### config.mk
export PLATFORM = sky130hd
export DESIGN_NAME = store_trace_uart
export DESIGN_NICKNAME = d
export VERILOG_FILES = /design/src/rtl/store_trace_uart.sv
export SDC_FILE = /design/constraint.sdc
export NUM_CORES = 1
export LEC_CHECK = 0
export BUFFER_PORTS_ARGS = -buffer_cell sky130_fd_sc_hd__buf_2
export CORE_UTILIZATION = 60
export CTS_CLUSTER_SIZE = 12
export DETAILED_ROUTE_END_ITERATION = 10
export PLACE_DENSITY = 0.76
export SYNTH_ARGS = -nofsm -noshare
export SYNTH_HDL_FRONTEND = slang
export SYNTH_SLANG_ARGS = --single-unit
### constraint.sdc
create_clock -name clk -period 8.7 [get_ports clk]
set_input_delay 1.305 -clock clk [delete_from_list [all_inputs] [get_ports clk]]
set_output_delay 1.305 -clock clk [all_outputs]
set_load 0.1 [all_outputs]
### src/rtl/store_trace_uart.sv
// Store trace streamer: captures every memory-stage store {addr,data} into a FIFO
// and sends each one out as a 9-byte 8N1 UART record (0xA5 header, addr MSB first, data MSB first).
module store_trace_uart #(
  parameter int CLK_HZ = 50_000_000,
  parameter int BAUD   = 115200,
  parameter int DEPTH  = 16
) (
  input  logic                    clk,
  input  logic                    rst_n,
  input  logic                    MemWriteM,
  input  logic [31:0]             ALUResultM,
  input  logic [31:0]             WriteDataM,
  output logic                    uart_tx,
  output logic                    busy,
  output logic                    overflow,
  output logic [7:0]              drop_cnt,
  output logic [$clog2(DEPTH):0]  level
);

  localparam int DIV = CLK_HZ / BAUD;
  localparam int AW  = $clog2(DEPTH);
  localparam int CW  = $clog2(DIV);
  localparam logic [CW-1:0] BAUD_RELOAD = CW'(DIV - 1);
  localparam logic [AW:0]   PTR_ONE     = (AW + 1)'(1);

  typedef enum logic [2:0] {IDLE, LOAD, START, DATA, STOP} state_t;

  logic [63:0]   r_mem [DEPTH];
  logic [AW:0]   r_wrPtr;
  logic [AW:0]   r_rdPtr;
  state_t        r_state;
  logic          r_txd;
  logic [63:0]   r_rec;
  logic [7:0]    r_byte;
  logic [3:0]    r_byteIdx;
  logic [2:0]    r_bitIdx;
  logic [CW-1:0] r_baudCnt;
  logic          r_overflow;
  logic [7:0]    r_dropCnt;

  logic w_full;
  logic w_pop;
  logic w_push;
  logic w_drop;

  // Full when the wrap bits differ but the slot indices match.
  assign w_full = (r_wrPtr[AW] != r_rdPtr[AW]) && (r_wrPtr[AW-1:0] == r_rdPtr[AW-1:0]);
  assign w_pop  = (r_state == LOAD);
  assign w_push = MemWriteM && (!w_full || w_pop);
  assign w_drop = MemWriteM && w_full && !w_pop;

  assign level    = r_wrPtr - r_rdPtr;
  assign busy     = (r_state != IDLE) || (level != '0);
  assign uart_tx  = r_txd;
  assign overflow = r_overflow;
  assign drop_cnt = r_dropCnt;

  always_ff @(posedge clk) begin
    if (w_push) r_mem[r_wrPtr[AW-1:0]] <= {ALUResultM, WriteDataM};
  end

  always_ff @(posedge clk or negedge rst_n) begin
    if (!rst_n) begin
      r_wrPtr    <= '0;
      r_rdPtr    <= '0;
      r_overflow <= 1'b0;
      r_dropCnt  <= '0;
    end else begin
      if (w_push) r_wrPtr <= r_wrPtr + PTR_ONE;
      if (w_pop)  r_rdPtr <= r_rdPtr + PTR_ONE;
      if (w_drop) begin
        r_overflow <= 1'b1;
        if (r_dropCnt != 8'hFF) r_dropCnt <= r_dropCnt + 8'd1;
      end
    end
  end

  // r_byte shifts right as bits go out; r_rec shifts left as bytes are consumed.
  always_ff @(posedge clk or negedge rst_n) begin
    if (!rst_n) begin
      r_state   <= IDLE;
      r_txd     <= 1'b1;
      r_rec     <= '0;
      r_byte    <= '0;
      r_byteIdx <= '0;
      r_bitIdx  <= '0;
      r_baudCnt <= '0;
    end else begin
      case (r_state)
        IDLE: begin
          r_txd <= 1'b1;
          if (level != '0) r_state <= LOAD;
        end
        LOAD: begin
          r_rec     <= r_mem[r_rdPtr[AW-1:0]];
          r_byte    <= 8'hA5;
          r_byteIdx <= '0;
          r_baudCnt <= BAUD_RELOAD;
          r_txd     <= 1'b0;
          r_state   <= START;
        end
        START: begin
          if (r_baudCnt == '0) begin
            r_baudCnt <= BAUD_RELOAD;
            r_bitIdx  <= '0;
            r_txd     <= r_byte[0];
            r_byte    <= {1'b0, r_byte[7:1]};
            r_state   <= DATA;
          end else begin
            r_baudCnt <= r_baudCnt - CW'(1);
          end
        end
        DATA: begin
          if (r_baudCnt == '0) begin
            r_baudCnt <= BAUD_RELOAD;
            if (r_bitIdx == 3'd7) begin
              r_txd   <= 1'b1;
              r_state <= STOP;
            end else begin
              r_bitIdx <= r_bitIdx + 3'd1;
              r_txd    <= r_byte[0];
              r_byte   <= {1'b0, r_byte[7:1]};
            end
          end else begin
            r_baudCnt <= r_baudCnt - CW'(1);
          end
        end
        STOP: begin
          if (r_baudCnt == '0) begin
            if (r_byteIdx < 4'd8) begin
              r_byteIdx <= r_byteIdx + 4'd1;
              r_byte    <= r_rec[63:56];
              r_rec     <= {r_rec[55:0], 8'h00};
              r_baudCnt <= BAUD_RELOAD;
              r_txd     <= 1'b0;
              r_state   <= START;
            end else begin
              r_state <= IDLE;
            end
          end else begin
            r_baudCnt <= r_baudCnt - CW'(1);
          end
        end
        default: r_state <= IDLE;
      endcase
    end
  end

endmodule

==> results.yml <==
run_status:
  status: "complete, no violations"
global_routing:
  gr-usage-all-layers_pct: 28.8
  antenna_found_initial: 10
  grt_pass1_vias: 24100
  overflow: 0
  grt_pass1_wl_mm: 156
  grt_max_degree: 121
clock_tree:
  clock_latency_ps: 680
  post-cts-setup-buffers: 0
  ctsResizeCount: 0
  clk_path_buf_depth: 3
  clkTransAtPathRegs_ps: 60
  root_buffer: "clkbuf_16"
  cts_tree: "built"
  htreeDepth: 3
  cts_sinks: 1135
  postCtsHoldBufs: 0
  numCtsBuffers: 112
placement:
  portBuffers: 82
  place_area_um2: 45600
  dp_hpwl_mm: 51.7
  dp_slack_ps: 3940
  finalWeightedCongestion: 0.817
sta:
  min_period_ps: 4830
  rsz0062_at_grt: "no"
  setup_ws_ps: 3870
  fin_skew_ps: 18.4
  slew_headroom_pct: 21.8
  hold_viol: 0
  max_freq_mhz: 207
  setup_tns_ps: 0
  finalCritPeriodShare_pct: 55.5
  finalSetupViolCount: 0
  hold_ws_ps: 459
  worstMarginPinSlew_ps: 1170
  slew_violations: 0
synth:
  netlist_area_um2: 44200
  yosys_warnings: 0
  yosysSeqAreaShare_pct: 75.9
  yosysTopAreaCell: "edfxtp_1"
  ys_types: 59
  avgSynthCellArea_um2: 18.3
  syn-num-nets: 2502
  synthArstFlopShare_pct: 9.78
  syn_inst: 2420
  synth_top_area_share_pct: 69.6
  synth-seq-cells: 1135
  synth_area_leaders: "edfxtp_1 (70%), mux4_2 (7.3%), dfrtp_1 (6.2%)"
  synth_edf_count: 1024
  ys.flop_type: "edfxtp_1"
floorplan:
  row_count: 99
  initial_core_util_pct: 60.5
  die_height_um: 273
  fp.dieW_um: 273
  core_area_um2: 73000
  io_pins: 83
  die_area_um2: 74700
final_layout:
  multiInputGateArea_um2: 10100
  final_nets: 2601
  area_growth_pct: 11.0
  seqCellArea_um2: 33500
  nFillCells: 4569
  drive_above_1_share_pct: 17.2
  final_cell_area_um2: 49000
pwr:
  power.density_nw_per_um2: 249
  p_switching_mw: 2.92
  vdd_ir_drop_max_uv: 398
  p_seq_share_pct: 54.1
  power.total_mw: 12.2
  p_clk_share_pct: 37.1
  intPower_mw: 9.26
  pwr-share-comb_pct: 8.8
  swShare_pct: 23.9
  p_leak_nw: 18.2
hold_path:
  holdCritPathClass: "flop to flop"
  hold-path-cell-count: 1
setup_path:
  crit_chain: "inv_1 -> ha_1 -> nor2b_1 -> o21a_1 -> or3_1 -> a211oi_1 -> inv_1 -> buf_2"
  crit_fanout: 35
  cpMostUsedCell: "inv_1"
  crit_slowest_cell: "dfrtp_4"
  critPathLaunchType: "flop"
  cp.required_ps: 7390
  arrival_ps: 3530
  crit_path_max_incr_delay_ps: 870
  r2r_cells: 7
  end_kind: "output pin"
  path_class: "flop to output pin"
run:
  drv_cap: 0
routing:
  wl_met1_mm: 40.3
  antenna_left: 0
  dr.first_iter.drc_count: 3141
  wl_met2_mm: 51.7
  via_per_inst: 6.63
  firstDrtPassIters: 5
  route.vias.total: 23700
  routed_wl_mm: 106
  wl_met3_mm: 10.6
  wire_per_inst_um: 29.6
  maxUsedRoutingLayer: "met5"
  drc: 0
## placed cells by master, fill, tap and decap left out, types with 12 or more instances in the layout
cell and n:
nor2_1 75, o22ai_1 63, dfrtp_1 107, nor3_1 12, a211o_1 56, buf_4 43
nand2_1 92, buf_2 81, o21ai_0 69, a21oi_1 177, xor2_1 13, mux2i_1 239
edfxtp_1 1024, o21ai_1 63, clkbuf_1 64, ha_1 14, nor2_4 16, clkbuf_16 115
mux4_2 144
## path summary, 6_finish.rpt
path                                         from                      end  slack (ps)
max                        r_rdPtr[1]$_DFFE_PN0P_                     busy        3870
min reg2reg                  overflow$_DFFE_PN0P_     overflow$_DFFE_PN0P_         460
max reg2reg                r_rdPtr[0]$_DFFE_PN0P_    r_rec[33]$_DFFE_PN0P_        3950
min                          overflow$_DFFE_PN0P_     overflow$_DFFE_PN0P_         460
min in group asynchronous                   rst_n  r_bitIdx[1]$_DFFE_PN0P_         700
max in group asynchronous                   rst_n    r_rec[49]$_DFFE_PN0P_        6410
## through the flow
step,util [%],instances
4_1_cts,67.2,3570
6_report,67.2,3576
3_5_place_dp,62.5,3364
5_1_grt,67.2,3575
2_1_floorplan,-,2420
3_3_place_gp,62.5,3364
## Yosys cell counts, types with 6 or more instances
master / number
nand2b_1: 6
dfrtp_1: 110
a211o_1: 56
inv_1: 11
clkbuf_1: 68
o22ai_1: 63
xor2_1: 13
a21oi_1: 177
buf_4: 17
ha_1: 14
nand4_1: 7
mux2i_1: 239
o21ai_1: 63
a21o_1: 11
buf_6: 8
nand3_1: 9
buf_2: 34
xnor2_1: 10
o21ai_0: 69
mux4_2: 144
nor2_1: 90
nand2_1: 92
buf_1: 13
edfxtp_1: 1024
a22o_1: 6
nor3_1: 16
## cell families after synthesis
family	count (synthesis)	synth area share (%)
AO/OA/AOI/OAI	466	6.24
XOR/XNOR	23	0.456
adder cells (fa/ha/maj)	15	0.442
buffers and inverters	152	1.67
flip-flops	1135	75.9
multiplexers	385	12.8
AND/OR/NAND/NOR	244	2.48
## flip-flops by register name, summed over array words and instances, names as in the netlist
signal and flops:
r_byteIdx 4, r_mem 1024, r_bitIdx 3, r_rec 64, r_rdPtr 5, r_state 3
drop_cnt 8, r_wrPtr 5, r_byte 8, overflow 1, r_baudCnt 9, uart_tx 1
## layer usage
layer / up-vias / track usage [%]
met3: 228 / 5.96
met1: 12200 / 39.4
met2: 1419 / 46.4
met5: - / 0
met4: 8 / 10.6
li1: 9852 / -
## worst max-delay path, delay by kind of cell (launching register included)
kind / cells / cell delay, ps
AOI/OAI and AO/OA: 2 / 510
adders and majority gates: 1 / 370
buffers and inverters: 3 / 620
DFF: 1 / 870
and+or+nand+nor: 2 / 470
## layout make-up
class	instances	share of cell area [%]
clock buffer	190	6.67
timing repair buffer	125	1.53
antenna	6	0.0306
sequential	1135	68.4
inverter	12	0.0919
tap	959	2.45
multi-input combinational	1133	20.5
clock inverter	16	0.266
## power groups by stage
stage	registers [mW]	clock network, mW	logic, mW
2_1_floorplan	6.73	0	0.607
3_3_place_gp	6.66	0	1.04
5_1_grt	6.62	4.77	1.13
4_1_cts	6.59	4.55	1.07
3_5_place_dp	6.70	0	1.06
6_report	6.60	4.52	1.07
Note: power is estimated with default switching activity, not from simulation.
